===== src/rtl/tia_playfield_sequencer.sv =====
// tia_playfield_sequencer: TIA horizontal timing and playfield bit sequencer.
// A 2-bit colour-clock phase and a 0..56 horizontal count produce the hphi1/hphi2
// strobes, horizontal blank, and the playfield bit index for each half-line.
// The right half can be mirrored using the reflect bit, which is latched at the
// centre of the line.
// Optional feature macro: TIA_PLAYFIELD_SEQ_HMOVE_BLANK_EN. When it is defined,
// the hmove port is present, and an HMOVE during blank extends hblank by eight
// colour clocks (until hcount 19).
// The CTRLPF reflect input is named ctrlpf_ref because "ref" is a reserved word.
module tia_playfield_sequencer (
  input  logic       clk,
  input  logic       reset_n,
  input  logic       rsync,
  input  logic       ctrlpf_ref,
`ifdef TIA_PLAYFIELD_SEQ_HMOVE_BLANK_EN
  input  logic       hmove,
`endif
  output logic       hphi1,
  output logic       hphi2,
  output logic [5:0] hcount,
  output logic       hblank,
  output logic       pf_active,
  output logic [4:0] pf_idx,
  output logic       right_half,
  output logic       line_end
);

  logic [1:0] phase;
  logic [5:0] hcnt;
  logic       ref_q;
  logic       last_phase;
  logic       blank_int;

  assign last_phase = (phase == 2'd3);

  // Phase/hcount counters, with the reflect latch taken at the end of hcount 36.
  // A resync clears the counters but leaves the latched reflect bit as it is.
  always_ff @(posedge clk) begin
    if (!reset_n) begin
      phase <= '0;
      hcnt  <= '0;
      ref_q <= 1'b0;
    end else if (rsync) begin
      phase <= '0;
      hcnt  <= '0;
    end else begin
      phase <= phase + 2'd1;
      if (last_phase) begin
        hcnt <= (hcnt == 6'd56) ? '0 : hcnt + 6'd1;
      end
      if (last_phase && hcnt == 6'd36) begin
        ref_q <= ctrlpf_ref;
      end
    end
  end

`ifdef TIA_PLAYFIELD_SEQ_HMOVE_BLANK_EN
  logic hmove_flag;

  // HMOVE during blank arms the extended blank for the rest of this line.
  always_ff @(posedge clk) begin
    if (!reset_n || rsync) begin
      hmove_flag <= 1'b0;
    end else if (last_phase && hcnt == 6'd56) begin
      hmove_flag <= 1'b0;
    end else if (hmove && hcnt < 6'd17) begin
      hmove_flag <= 1'b1;
    end
  end

  // Blank ends at hcount 19 instead of 17 while the HMOVE flag is set.
  always_comb begin
    blank_int = hmove_flag ? (hcnt < 6'd19) : (hcnt < 6'd17);
  end
`else
  // The blank covers the first 17 hcounts (68 colour clocks).
  always_comb begin
    blank_int = (hcnt < 6'd17);
  end
`endif

  // Output decode from state only.
  // Index arithmetic is mod 32 on hcnt[4:0]: 17, 37 and 56 reduce to 17, 5 and 24.
  always_comb begin
    hphi1      = (phase == 2'd1);
    hphi2      = last_phase;
    hcount     = hcnt;
    hblank     = blank_int;
    pf_active  = !blank_int;
    right_half = (hcnt >= 6'd37);
    line_end   = last_phase && (hcnt == 6'd56);
    pf_idx     = '0;
    if (!blank_int) begin
      if (hcnt < 6'd37) begin
        pf_idx = hcnt[4:0] - 5'd17;
      end else if (ref_q) begin
        pf_idx = 5'd24 - hcnt[4:0];
      end else begin
        pf_idx = hcnt[4:0] - 5'd5;
      end
    end
  end

endmodule

===== config.mk =====
export PLATFORM = sky130hd
export DESIGN_NAME = tia_playfield_sequencer
export DESIGN_NICKNAME = d
export VERILOG_FILES = /design/src/rtl/tia_playfield_sequencer.sv
export SDC_FILE = /design/constraint.sdc
export NUM_CORES = 1
export LEC_CHECK = 0
export ABC_AREA = 1
export CELL_PAD_IN_SITES_DETAIL_PLACEMENT = 0
export CELL_PAD_IN_SITES_GLOBAL_PLACEMENT = 2
export CORE_MARGIN = 1.5
export CORE_UTILIZATION = 25
export DETAILED_ROUTE_END_ITERATION = 6
export GPL_TIMING_DRIVEN = 0
export PLACE_DENSITY_LB_ADDON = 0.15
export SLEW_MARGIN = 20
export SYNTH_ARGS = -nofsm -noshare
export SYNTH_HDL_FRONTEND = slang
export SYNTH_SLANG_ARGS = --single-unit

===== constraint.sdc =====
create_clock -name clk -period 1.76 [get_ports clk]
set_input_delay 0.264 -clock clk [delete_from_list [all_inputs] [get_ports clk]]
set_output_delay 0.264 -clock clk [all_outputs]
set_load 0.005 [all_outputs]

==> summary.md <==
| Metric | Value |
|---|---|
| Crit path largest cell delay | `0.36 ns` |
| P&R area growth vs syn | `61.6%` |
| Highest clock rate | `563 MHz` |
| ANT cells | `0` |
| Worst setup EP type | `output port` |
| Routed WL per cell | `11.0 µm` |
| Initial Util | `0.260` |
| Final WL | `2.03 mm` |
| Placed insts | `167` |
| First-pass DRT Iterations | `4` |
| Max transition margin | `0.746` |
| Worst-Margin Slew | `0.380 ns` |
| Clock tree sinks | `9` |
| Max-slew violation count | `0` |
| Critical Path Fanout Max | `3` |
| GRT Resource Usage Total | `0.130` |
| Crit path kind | `flip-flop to output port` |
| Netlist cell types | `27` |
| Htree depth | `1` |
| M1 GR Usage | `0.174` |
| Met2 Use GR | `0.205` |
| Worst-case clock buffer depth | `2` |
| Register area share after synthesis | `0.230` |
| Nets | `162` |
| CP arrival | `1.51 ns` |
| Pleak | `0.535 nW` |
| Switching power | `0.0873 mW` |
| Internal power | `0.301 mW` |
| Synth top area cells | `dfxtp_1 23%, nand2_1 12%, ha_1 9.6%, nor2_1 6.7%, nor2_2 6.4%` |
| Maxcap violations | `0` |
| PortBufs | `20` |
| Initial DRC count | `18` |
| Final worst slack | `-0.0150 ns` |
| Die width | `58.9 µm` |
| Clk pin slew, worst setup/hold paths | `0.06 ns` |
| Cells after synthesis | `114` |
| Setup crit start kind | `flip-flop` |
| Met3 global-route usage | `0.0132` |
| Pwr Density | `307 nW/µm²` |
| CP delay by family, top | `flip-flops` |
| Setup-failing EPs final | `1` |
| Status | `finished, violations left` |
| # rows | `20` |
| Setup Skew | `0.00360 ns` |
| Critical path, cell by cell | `inv_4 > buf_12 > ha_4 > nand2_4 > nand2_2 > nand2_1 > nand2_1 > nand2_1 > nand2_1 > a21oi_1 > buf_2` |
| Core Region | `3000 µm²` |
| Placer Congestion | `0.740` |
| Pin count of the biggest net entering global routing | `9` |
| Non-filler cells, final | `184` |
| WP buf/inv | `3` |
| DRT antenna net count | `0` |
| Vias post-DR | `824` |
| DRC | `0` |
| Post-synthesis register bit count | `9` |
| CTS tree | `done` |
| Final hold vios | `0` |
| Synth warn | `0` |
| Logic pwr share | `0.080` |
| I/O pins | `21` |
| Die area | `3470 µm²` |
| Clk_lat worst skew | `0.26 ns` |
| Placement Cell Area | `1020 µm²` |
| Critical Path RT | `1.50 ns` |
| CTS Root Cell | `clkbuf_4` |
| Worst min path class | `flip-flop to flip-flop` |
| Die H | `58.9 µm` |
| Fin util | `0.421` |
| Setup TNS | `-0.0150 ns` |
| Minimum clock period | `1.78 ns` |
| Global route hottest layer | `met2` |
| Final period utilization | `1.01` |
| Finished Cell Area | `1260 µm²` |
| First-pass GRT wire length | `3.46 mm` |
| Power share of the sequential group | `0.515` |
| Top cell by count, worst path | `nand2_1` |
| Peak supply drop | `0.394 mV` |
| Detailed placer's ending HPWL | `1.50 mm` |
| Overall power | `0.388 mW` |
| Synth top area share | `0.230` |
| Unrepaired setup endpoints after global routing | `yes` |
| Ratio of cells with drive above 1 in the final layout | `0.430` |
| Synthesized area per cell | `6.86 µm²` |
| Clock Power Share | `0.406` |
| Sw Ratio | `0.225` |
| Initial antenna violation count | `0` |
| Cts hold-fix bufs | `0` |
| Gr ovfl total | `0` |
| Leading area contributor after synthesis | `dfxtp_1` |
| Vias in the first global route | `785` |
| Syn nets | `124` |
| Violated checks | `setup timing` |
| Post-Syn Area | `782 µm²` |
| Slowest cell on the critical path | `dfxtp_4` |
| Cts bufs inserted | `3` |
| DR vias/cell | `4.48` |
power groups by stage:
| stage | sequential, mW | clock (mW) | combinational (mW) |
|---|---|---|---|
| 2_1_floorplan | 0.212 | 0 | 0.0143 |
| 3_3_place_gp | 0.212 | 0 | 0.0275 |
| 3_5_place_dp | 0.212 | 0 | 0.0274 |
| 4_1_cts | 0.199 | 0.166 | 0.0301 |
| 5_1_grt | 0.200 | 0.176 | 0.0345 |
| 6_report | 0.200 | 0.157 | 0.0309 |
metrics by stage:
step	setup WS, ns	hold slack [ns]
after floorplan	0.157	0.403
after global placement	-0.502	0.434
after detailed placement	-0.492	0.447
after CTS	-0.0595	0.463
after global routing	-0.107	0.527
final	-0.0150	0.487
layout make-up:
cell class	count	area, µm²
Fill cell	311	1740
Multi-Input combinational cell	86	608
Timing Repair Buffer	33	293
Sequential cell	9	203
Inverter	17	73.8
Tap cell	33	41.3
Clock buffer	4	26.3
Buffer	2	18.8
layout by cell type, fill, tap and decap left out, types with 4 or more instances in the layout:
| cell | n |
|---|---|
| nor2_1 | 12 |
| nand2_2 | 5 |
| dfxtp_4 | 6 |
| nand2_1 | 23 |
| nor2_2 | 8 |
| inv_1 | 9 |
| clkdlybuf4s50_1 | 11 |
| buf_4 | 9 |
| a21oi_1 | 4 |
| buf_2 | 5 |
| nand3_1 | 5 |
repair_timing:
| item | 4_1_cts | 5_1_grt |
|---|---|---|
| setup endpoints to repair | 10 | 7 |
| pin swaps | 8 | 10 |
| endpoints found under the hold margin | 0 | 0 |
| setup buffers | 11 | 2 |
| resized for setup | 56 | 10 |
Yosys cell counts (all sizes together):
master and count:
a21oi 7, buf 1, clkbuf 1, clkinv 2, dfxtp 9, ha 6, inv 15, nand2 30
nand3 8, nand3b 1, nand4 1, nor2 22, nor3 2, nor3b 1, o21ai 6, xor2 2
final timing paths:
check / start / end / slack [ns] / cells past startpoint
hold reg to reg: phase[0] / phase[0] / 0.49 / 1
hold / removal: phase[0] / phase[0] / 0.49 / 1
setup reg to reg: hcount[0] / hcount[3] / 0.41 / 8
setup / recovery: hcount[0] / pf_idx[4] / -0.02 / 11
logic make-up after synthesis:
family,share of synthesized area
DFF,0.230
and+or+nand+nor,0.429
xor gates and xnor gates,0.0224
AOI/OAI and AO/OA,0.122
buffers and inverters,0.101
adders and majority gates,0.0960
sequential cells by signal, summed over array words and instances, names as in the netlist:
name	cells
hcount	6
ref_q	1
phase	2
metal layers:
metal  vias up  part of all wire  wire length [µm]
li1        435                 -                 -
met1       373              0.47               962
met2        14              0.49               997
met3         2             0.025                50
met4         0            0.0079                16
met5         -                 0                 0
Note: power is estimated with default switching activity, not from simulation.
